File: config.mk
export PLATFORM = sky130hd
export DESIGN_NAME = prog_loader_ctrl
export DESIGN_NICKNAME = d
export VERILOG_FILES = /design/src/rtl/prog_loader_ctrl_pkg.sv /design/src/rtl/load_idle_timer.sv /design/src/rtl/prog_loader_ctrl.sv
export SDC_FILE = /design/constraint.sdc
export NUM_CORES = 1
export LEC_CHECK = 0
export CORE_AREA = 2 2 80 82
export CTS_CLUSTER_SIZE = 12
export DETAILED_ROUTE_END_ITERATION = 6
export DIE_AREA = 0 0 82 84
export DONT_BUFFER_PORTS = 1
export PLACE_DENSITY_LB_ADDON = 0.12
export SLEW_MARGIN = 20
export SYNTH_ARGS = -nofsm -noshare
export SYNTH_HDL_FRONTEND = slang
export SYNTH_SLANG_ARGS = --single-unit
export TNS_END_PERCENT = 5
File: constraint.sdc
create_clock -name clk -period 2.1 [get_ports clk]
set_clock_uncertainty 0.05 [all_clocks]
set_input_delay 0.105 -clock clk [delete_from_list [all_inputs] [get_ports clk]]
set_output_delay 0.105 -clock clk [all_outputs]
set_load 0.05 [all_outputs]
File: src/rtl/prog_loader_ctrl_pkg.sv
// Shared definitions for the program loader: FSM state encoding, error codes
// and the frame-length admission rule.
package prog_loader_ctrl_pkg;

  typedef enum logic [2:0] {
    ST_WAIT_LEN = 3'd0,
    ST_LOAD     = 3'd1,
    ST_CHECK    = 3'd2,
    ST_RUN      = 3'd3,
    ST_ERR      = 3'd4
  } state_e;

  typedef enum logic [1:0] {
    ERR_NONE    = 2'd0,
    ERR_LEN     = 2'd1,
    ERR_CSUM    = 2'd2,
    ERR_TIMEOUT = 2'd3
  } err_e;

  // A frame fits when it is non-empty and its last byte lands inside the RAM.
  function automatic logic len_fits(input int unsigned len,
                                    input int unsigned base,
                                    input int unsigned addr_w);
    return (len != 0) && ((base + len) <= (32'd1 << addr_w));
  endfunction

endpackage

File: src/rtl/load_idle_timer.sv
// Idle-gap watchdog for an in-progress frame: counts cycles without an
// accepted byte and flags expiry at TIMEOUT_CYC-1. TIMEOUT_CYC==0 disables it.
module load_idle_timer #(
  parameter int TIMEOUT_CYC = 1000
) (
  input  logic clk,
  input  logic reset,
  input  logic clear,
  input  logic enable,
  output logic expired
);

  if (TIMEOUT_CYC == 0) begin : g_off
    logic unused_inputs;
    assign unused_inputs = ^{clk, reset, clear, enable};
    assign expired       = 1'b0;
  end else begin : g_on
    localparam int TW = (TIMEOUT_CYC > 1) ? $clog2(TIMEOUT_CYC) : 1;
    logic [TW-1:0] timer_q;

    // Held at zero outside LOAD/CHECK so every entry starts a fresh count.
    always_ff @(posedge clk) begin
      if (reset || clear || !enable) timer_q <= '0;
      else                           timer_q <= timer_q + TW'(1);
    end

    assign expired = enable && (timer_q == TW'(TIMEOUT_CYC - 1));
  end

endmodule

File: src/rtl/prog_loader_ctrl.sv
// Boot sequencer: holds the CPU in reset, streams a length/payload/checksum
// frame into program RAM and releases the CPU only on a matching checksum.
module prog_loader_ctrl
  import prog_loader_ctrl_pkg::*;
#(
  parameter int ADDR_W      = 8,
  parameter int DATA_W      = 8,
  parameter int BASE_ADDR   = 0,
  parameter int TIMEOUT_CYC = 1000
) (
  input  logic              clk,
  input  logic              reset,
  input  logic              start,
  input  logic [DATA_W-1:0] rx_data,
  input  logic              rx_valid,
  output logic              rx_ready,
  output logic              ram_we,
  output logic [ADDR_W-1:0] ram_addr,
  output logic [DATA_W-1:0] ram_wdata,
  output logic              cpu_reset,
  output logic              done,
  output logic              error,
  output logic [1:0]        err_code,
  output state_e            dbg_state
);

  // Handshake: a byte transfers on a rising edge where rx_valid && rx_ready;
  // rx_ready depends only on state and start, never on rx_valid.

  state_e            state_q, state_d;
  err_e              err_q, err_d;
  logic [DATA_W-1:0] len_q, len_d;
  logic [DATA_W-1:0] sum_q, sum_d;
  logic [DATA_W-1:0] count_q, count_d;
  logic              ram_we_q, ram_we_d;
  logic [ADDR_W-1:0] ram_addr_q, ram_addr_d;
  logic [DATA_W-1:0] ram_wdata_q, ram_wdata_d;
  logic              accept;
  logic              timer_en;
  logic              expired;

  assign accept   = rx_valid && rx_ready;
  assign timer_en = (state_q == ST_LOAD) || (state_q == ST_CHECK);

  load_idle_timer #(
    .TIMEOUT_CYC(TIMEOUT_CYC)
  ) u_idle_timer (
    .clk    (clk),
    .reset  (reset),
    .clear  (accept || start),
    .enable (timer_en),
    .expired(expired)
  );

  always_ff @(posedge clk) begin
    if (reset) begin
      state_q     <= ST_WAIT_LEN;
      err_q       <= ERR_NONE;
      len_q       <= '0;
      sum_q       <= '0;
      count_q     <= '0;
      ram_we_q    <= 1'b0;
      ram_addr_q  <= ADDR_W'(BASE_ADDR);
      ram_wdata_q <= '0;
    end else begin
      state_q     <= state_d;
      err_q       <= err_d;
      len_q       <= len_d;
      sum_q       <= sum_d;
      count_q     <= count_d;
      ram_we_q    <= ram_we_d;
      ram_addr_q  <= ram_addr_d;
      ram_wdata_q <= ram_wdata_d;
    end
  end

  always_comb begin
    state_d     = state_q;
    err_d       = err_q;
    len_d       = len_q;
    sum_d       = sum_q;
    count_d     = count_q;
    ram_we_d    = 1'b0;
    ram_addr_d  = ram_addr_q;
    ram_wdata_d = ram_wdata_q;
    if (start) begin
      state_d = ST_WAIT_LEN;
      err_d   = ERR_NONE;
      sum_d   = '0;
      count_d = '0;
    end else begin
      unique case (state_q)
        ST_WAIT_LEN: begin
          if (accept) begin
            len_d = rx_data;
            if (len_fits(32'(rx_data), BASE_ADDR, ADDR_W)) begin
              state_d = ST_LOAD;
              sum_d   = '0;
              count_d = '0;
            end else begin
              state_d = ST_ERR;
              err_d   = ERR_LEN;
            end
          end
        end
        ST_LOAD: begin
          if (accept) begin
            ram_we_d    = 1'b1;
            ram_addr_d  = ADDR_W'(BASE_ADDR) + ADDR_W'(count_q);
            ram_wdata_d = rx_data;
            sum_d       = sum_q + rx_data;
            count_d     = count_q + DATA_W'(1);
            if (count_q == len_q - DATA_W'(1)) state_d = ST_CHECK;
          end else if (expired) begin
            state_d = ST_ERR;
            err_d   = ERR_TIMEOUT;
          end
        end
        ST_CHECK: begin
          if (accept) begin
            if (rx_data == sum_q) begin
              state_d = ST_RUN;
            end else begin
              state_d = ST_ERR;
              err_d   = ERR_CSUM;
            end
          end else if (expired) begin
            state_d = ST_ERR;
            err_d   = ERR_TIMEOUT;
          end
        end
        default: ;
      endcase
    end
  end

  always_comb begin
    rx_ready  = !start && ((state_q == ST_WAIT_LEN) || (state_q == ST_LOAD) ||
                           (state_q == ST_CHECK));
    cpu_reset = (state_q != ST_RUN);
    done      = (state_q == ST_RUN);
    error     = (state_q == ST_ERR);
  end

  assign ram_we    = ram_we_q;
  assign ram_addr  = ram_addr_q;
  assign ram_wdata = ram_wdata_q;
  assign err_code  = err_q;
  assign dbg_state = state_q;

endmodule

==> out/qor.txt, run 1 <==
CTS tree = yes
Routed wire length = 7510 um
YS warnings = 0
Core Region = 6096 sq um
Fmax = 494.6 MHz
DRC = 0
Least-Margin Pin Slew = 0.9325 ns
CTS root buf = clkbuf_8
Vias per cell = 5.654
Leakage power = 1.273 nW
Multi-input gate area in the final layout = 1770 sq um
Share of synthesized flip-flops with an asynchronous set or reset = 0%
Die width = 82 um
Cell Rows = 29
Pwr dens = 558.5 nW/um^2
Area of the mapped netlist = 2895 sq um
GPL Wtd Cong = 0.9136
P&R area growth vs syn = 19.06%
Sequential Area = 1131 sq um
Die ar. = 6888 sq um
Clock share of power = 31.9%
Reg2Reg Depth = 8
Ant. Diodes = 0
Placed Cells = 439
Startpoint types = flip-flop
Worst slew margin = 37.63%
RSZ-0062 raised after global routing = yes
Final WS setup = 0.07797 ns
Pin count of the biggest net entering global routing = 30
Worst EP arrival = 2.19 ns
# fillers = 586
Most common cell after layout, fill and taps aside = dfxtp_1
Commonest cells after routing, fill and taps aside = 52 x dfxtp_1, 45 x nor2_1, 43 x nand2_1
Clk sinks = 56
First-pass GRT wire length = 12,160 um
Worst hold path class = primary input to flip-flop
Syn_nets = 379
Worst endpoint required time = 2.27 ns
Register area share after synthesis = 38.72%
Initial Util = 47.50%
Synth unique cells = 52
Clock Pin Slew Worst Setup and Hold Paths = 0.11 ns
Final Hold Viols = 0
Die H = 84 um
Total gr overflow = 0
Final net count = 405
CP max FO = 4
Total power = 1.925 mW
Slowest stage cell, crit path = o41a_1
Worst path cell trace = inv_4 > ha_4 > nand2b_4 > nor4_4 > xnor2_1 > o211ai_1 > o41a_1 > o41ai_2
Critical path capture point type = flip-flop
Wire per inst = 16.33 um
Part of the power in registers = 56.7%
DR iter-0 viols = 201
Clk Latency, worst-skew pair = 0.32 ns
Net Sw Frac = 26.85%
Max incr delay on CP = 0.48 ns
Post-route minimum period = 2.022 ns
DP Worst Slack = -0.06418 ns
DP Wirelength = 4883 um
Total CTS buffers = 5
Boundary Pins = 38
IO Port Bufs = 0
H-tree lvl count = 2
WHS Path Cells = 4
Yosys reg bits = 56
Worst vdd ir = 0.3154 mV
Combinational power share = 11.4%
Global Route Usage Sum = 22.54%
Initial antenna violation count = 0
Vias = 2,601
Outcome = finished, final reports clean
Avg Cell Area, Syn = 8.133 sq um
Max cap viols = 0
EDFF count, synth = 0
Vias in the first global route = 2,487
Routed Antenna Nets = 0
Utilization after layout = 56.55%
Mapped Cells = 356
Non-Filler Instances = 460
Max-slew violations = 0
Synth Flop Type = dfxtp_1
Tcrit/Tclk final = 96.29%
Clock Path Buffers = 2
Internal Power = 1.408 mW
Setup violations, final = 0
CP Class = flip-flop to flip-flop
Pre-Repair DR Iteration Count = 4
Net Switching = 0.5169 mW
Layout cell share with drive strength beyond 1 = 16.71%
==> cells in the mapped netlist, types with 7 or more instances <==
| cell | count | area (sq um) |
|---|---|---|
| nand2b_1 | 7 | 43.79 |
| ha_1 | 10 | 125.1 |
| and3_1 | 7 | 43.79 |
| xor2_1 | 11 | 96.34 |
| dfxtp_1 | 56 | 1121 |
| nor2_1 | 45 | 168.9 |
| clkbuf_1 | 11 | 41.29 |
| nand3_1 | 11 | 55.05 |
| nand2_1 | 43 | 161.4 |
| o21ai_0 | 9 | 45.04 |
| nor4_1 | 7 | 43.79 |
| mux2i_1 | 9 | 90.09 |
| nand4_1 | 8 | 50.05 |
| inv_1 | 9 | 33.78 |
| a21oi_1 | 35 | 175.2 |
| xnor2_1 | 9 | 78.83 |
==> area by class of cell <==
| type | instances | area share, % |
|---|---|---|
| Multi-Input combinational cell | 272 | 51.36 |
| Sequential cell | 56 | 32.81 |
| Timing Repair Buffer | 38 | 9.292 |
| Tap cell | 77 | 2.795 |
| Clock buffer | 5 | 1.996 |
| Inverter | 9 | 1.125 |
| Clock inverter | 3 | 0.6171 |
==> worst paths after layout <==
check | end | startpoint | slack (ns)
max reg2reg | dbg_state[2]$_SDFFE_PP0P_ | len_q[0]$_SDFFE_PP0P_ | 0.08
min reg2reg | u_idle_timer.g_on.timer_q[0]$_SDFF_PP0_ | u_idle_timer.g_on.timer_q[0]$_SDFF_PP0_ | 0.42
max | dbg_state[2]$_SDFFE_PP0P_ | len_q[0]$_SDFFE_PP0P_ | 0.08
min | dbg_state[1]$_SDFFE_PP0P_ | start | 0.06
==> power by group through the flow <==
stage | sequential, mW | combinational, mW | clock, mW
2_1_floorplan | 1.12 | 0.129 | 0
3_3_place_gp | 1.12 | 0.162 | 0
3_5_place_dp | 1.12 | 0.163 | 0
4_1_cts | 1.09 | 0.192 | 0.634
5_1_grt | 1.09 | 0.242 | 0.667
6_report | 1.09 | 0.220 | 0.614
==> cell families after synthesis <==
kind of cell	count (synthesis)	share of synthesized area, %
buf+inv	28	4.148
mux	9	3.112
xor+xnor	20	6.050
flops	56	38.72
fa+ha+maj	11	5.013
simple gates	156	26.49
compound gates	76	16.47
==> metal layers <==
layer  global-route usage, %  part of all wire (%)  vias to the layer above
met3                   4.654                   4.8                        9
li1                        -                     -                     1307
met5                       0                     0                        -
met2                   34.96                    48                       60
met4                   5.000                   1.2                        0
met1                   32.02                    46                     1225
==> worst max-delay path, delay by kind of cell, from the launching register on <==
kind,cells,cell delay (ns)
compound gates,3,0.83
xor+xnor,1,0.15
fa+ha+maj,1,0.14
buf+inv,1,0.05
flops,1,0.38
simple gates,2,0.34
==> registers in the layout (all words and copies together) (netlist names), 2 cells and up <==
register                   count
dbg_state                      3
ram_wdata                      8
err_code                       2
sum_q                          8
count_q                        8
len_q                          8
u_idle_timer.g_on.timer_q     10
ram_addr                       8
==> stage by stage <==
stage	cell area, sq um	TNS [ns]	hold slack [ns]
4_1_cts	3318	0	0.05879
6_report	3447	0	0.05772
3_5_place_dp	3120	-0.06418	0.1300
5_1_grt	3447	-0.1558	0.07067
2_1_floorplan	2900	-0.3434	0.1910
3_3_place_gp	3120	-0.01634	0.1271
==> repair_timing <==
action	in CTS	in global routing
gates resized for setup	4	23
endpoints found under the setup margin	1	5
hold buffers	9	0
pin swaps	3	10
endpoints found under the hold margin	24	0
setup buffers	0	4
(Power assumes the default switching activity.)
==> run 2: changes to the inputs <==
- clock period: 2.1 -> 2.3 ns (I/O delays scaled with it)
==> run 2 against run 1 <==
Sequential power is 9% lower. Cell count is 3.5% lower. Worst hold slack worse by 0.0042 ns. Routed wire length is 5.9% lower. Clock power is 8.3% lower. Register-to-register slack better by 0.03 ns. Sequential share of layout area is 2.2 points higher. Global-route usage is 0.41 points lower. Maximum frequency is 7.9% lower. Largest power group unchanged.
==> out/qor.txt, run 2 (synthesis results as in run 1) <==
Vias = 2,564 (-1.4%)
Routed Antenna Nets = 0 (unchanged)
Die H = 84 um (unchanged)
Initial Util = 47.50% (unchanged)
Largest register FFs = 10 (unchanged)
Startpoint types = flip-flop
IO Port Bufs = 0 (unchanged)
Leakage power = 1.168 nW (-8.3%)
Vias in the first global route = 2,331 (-6.3%)
Setup violations, final = 0 (unchanged)
GPL Wtd Cong = 0.8642 (-5.4%)
Max cap viols = 0 (unchanged)
Clock share of power = 32.7% (+0.8 points)
H-tree lvl count = 2 (unchanged)
Final net count = 389 (-4.0%)
Total power = 1.725 mW (-10%)
Worst hold path class = primary input to flip-flop
Layout cell share with drive strength beyond 1 = 8.447% (-8.3 points)
Final Hold Viols = 0 (unchanged)
Core Region = 6096 sq um (unchanged)
P&R area growth vs syn = 10.72%
Worst EP arrival = 2.34 ns (+0.15 ns)
Clock Path Buffers = 2 (unchanged)
CTS tree = yes
DR iter-0 viols = 202 (+0.50%)
Cell Rows = 29 (unchanged)
Total gr overflow = 0 (unchanged)
DP Wirelength = 4765 um (-2.4%)
Postcts setup bufs = 0 (unchanged)
Global Route Usage Sum = 22.13% (-0.41 points)
Commonest cells after routing, fill and taps aside = 55 x dfxtp_1, 45 x nor2_1, 43 x nand2_1
First-pass GRT wire length = 11,800 um (-2.9%)
Net Switching = 0.4608 mW (-11%)
Clk Latency, worst-skew pair = 0.32 ns (about the same)
Pin count of the biggest net entering global routing = 25 (-17%)
Ant. Diodes = 0 (unchanged)
Routed wire length = 7067 um (-5.9%)
Most common cell after layout, fill and taps aside = dfxtp_1
Internal Power = 1.264 mW (-10%)
Worst vdd ir = 0.2523 mV (-20%)
DRC = 0 (unchanged)
CTS root buf = clkbuf_8
# fillers = 585 (-0.17%)
Worst slew margin = 38.14% (+0.51 points)
Clk sinks = 56 (unchanged)
CP max FO = 3 (-1)
Setup_tns = 0 ns (unchanged)
Part of the power in registers = 57.8% (+1.1 points)
Outcome = finished, final reports clean
Critical path capture point type = flip-flop
Worst endpoint required time = 2.45 ns (+0.18 ns)
Max-slew violations = 0 (unchanged)
Clock Pin Slew Worst Setup and Hold Paths = 0.11 ns (about the same)
Boundary Pins = 38 (unchanged)
Die width = 82 um (unchanged)
Initial antenna violation count = 0 (unchanged)
CP Class = flip-flop to flip-flop
Combinational power share = 9.6% (-1.8 points)
Tcrit/Tclk final = 95.41% (-0.88 points)
Fmax = 455.7 MHz (-7.9%)
Pwr dens = 538.2 nW/um^2 (-3.6%)
Least-Margin Pin Slew = 0.9248 ns (-0.007674 ns)
Vias per cell = 5.775 (+2.1%)
Net Sw Frac = 26.71% (-0.13 points)
Post-route minimum period = 2.194 ns (+0.1723 ns)
Die ar. = 6888 sq um (unchanged)
Biggest register = u_idle_timer.g_on.timer_q
Pre-Repair DR Iteration Count = 4 (unchanged)
Total CTS buffers = 5 (unchanged)
Wire per inst = 15.92 um (-2.5%)
## run 2: cell types whose count changed in the layout (fill, tap and decap cells not counted), sizes merged
cell  previous run  this run
buf             29        13
## run 2: critical path, stage by stage (launching register included)
cell and delay [ns]:
dfxtp_2 0.35, ha_1 0.28, a21oi_1 0.18, o21ai_1 0.12, a2111oi_2 0.37, nor3_1 0.12, o2111ai_1 0.13, or3b_2 0.46
## run 2: worst paths after layout
kind | from | to | slack [ns] | cells after the start
setup reg to reg | sum_q[1]$_SDFFE_PP0P_ | sum_q[7]$_SDFFE_PP0P_ | 0.11 | 7
hold / removal | start | dbg_state[1]$_SDFFE_PP0P_ | 0.05 | 4
hold reg to reg | u_idle_timer.g_on.timer_q[0]$_SDFF_PP0_ | u_idle_timer.g_on.timer_q[0]$_SDFF_PP0_ | 0.43 | 1
setup / recovery | sum_q[1]$_SDFFE_PP0P_ | sum_q[7]$_SDFFE_PP0P_ | 0.11 | 7
## run 2: layout make-up
class	count	area, sq um	share of cell area (%)
Clock buffer	5	68.82	2.147
Multi-Input combinational cell	272	1675	52.26
Inverter	9	33.78	1.054
Clock inverter	3	21.27	0.6635
Timing Repair Buffer	22	187.7	5.855
Tap cell	77	96.34	3.005
Sequential cell	56	1122	35.01
## run 2: what timing repair did
| item | in CTS | in global routing |
|---|---|---|
| setup endpoints to repair | 0 | 2 |
| gates resized for setup | 0 | 4 |
| hold endpoints to repair | 24 | 0 |
| hold buffers | 9 | 0 |
## run 2: power by group through the flow
stage               combinational [mW]  sequential (mW)  clock, mW
global placement                 0.138             1.02          0
detailed placement               0.140             1.02          0
CTS                              0.164            0.997      0.578
finish                           0.165            0.997      0.563
global route                     0.183            0.999      0.619
floorplan                        0.117             1.02          0
## run 2: metrics by stage
stage / util, % / setup slack [ns] / instance area (sq um) / cells / hold slack, ns
finish: 52.59 / 0.1056 / 3206 / 444 / 0.05349
CTS: 52.46 / 0.08188 / 3198 / 444 / 0.04823
floorplan: - / 0.02056 / 2900 / 356 / 0.2010
global placement: 49.51 / 0.1585 / 3018 / 427 / 0.1376
detailed placement: 49.51 / 0.1355 / 3018 / 427 / 0.1393
global route: 52.59 / -0.009498 / 3206 / 444 / 0.07609
## run 2: routing by layer
layer,part of all wire [%],GRT usage [%]
met1,49,32.57
met2,45,32.45
met3,4.2,3.788
met4,1.1,7.273
met5,0,0
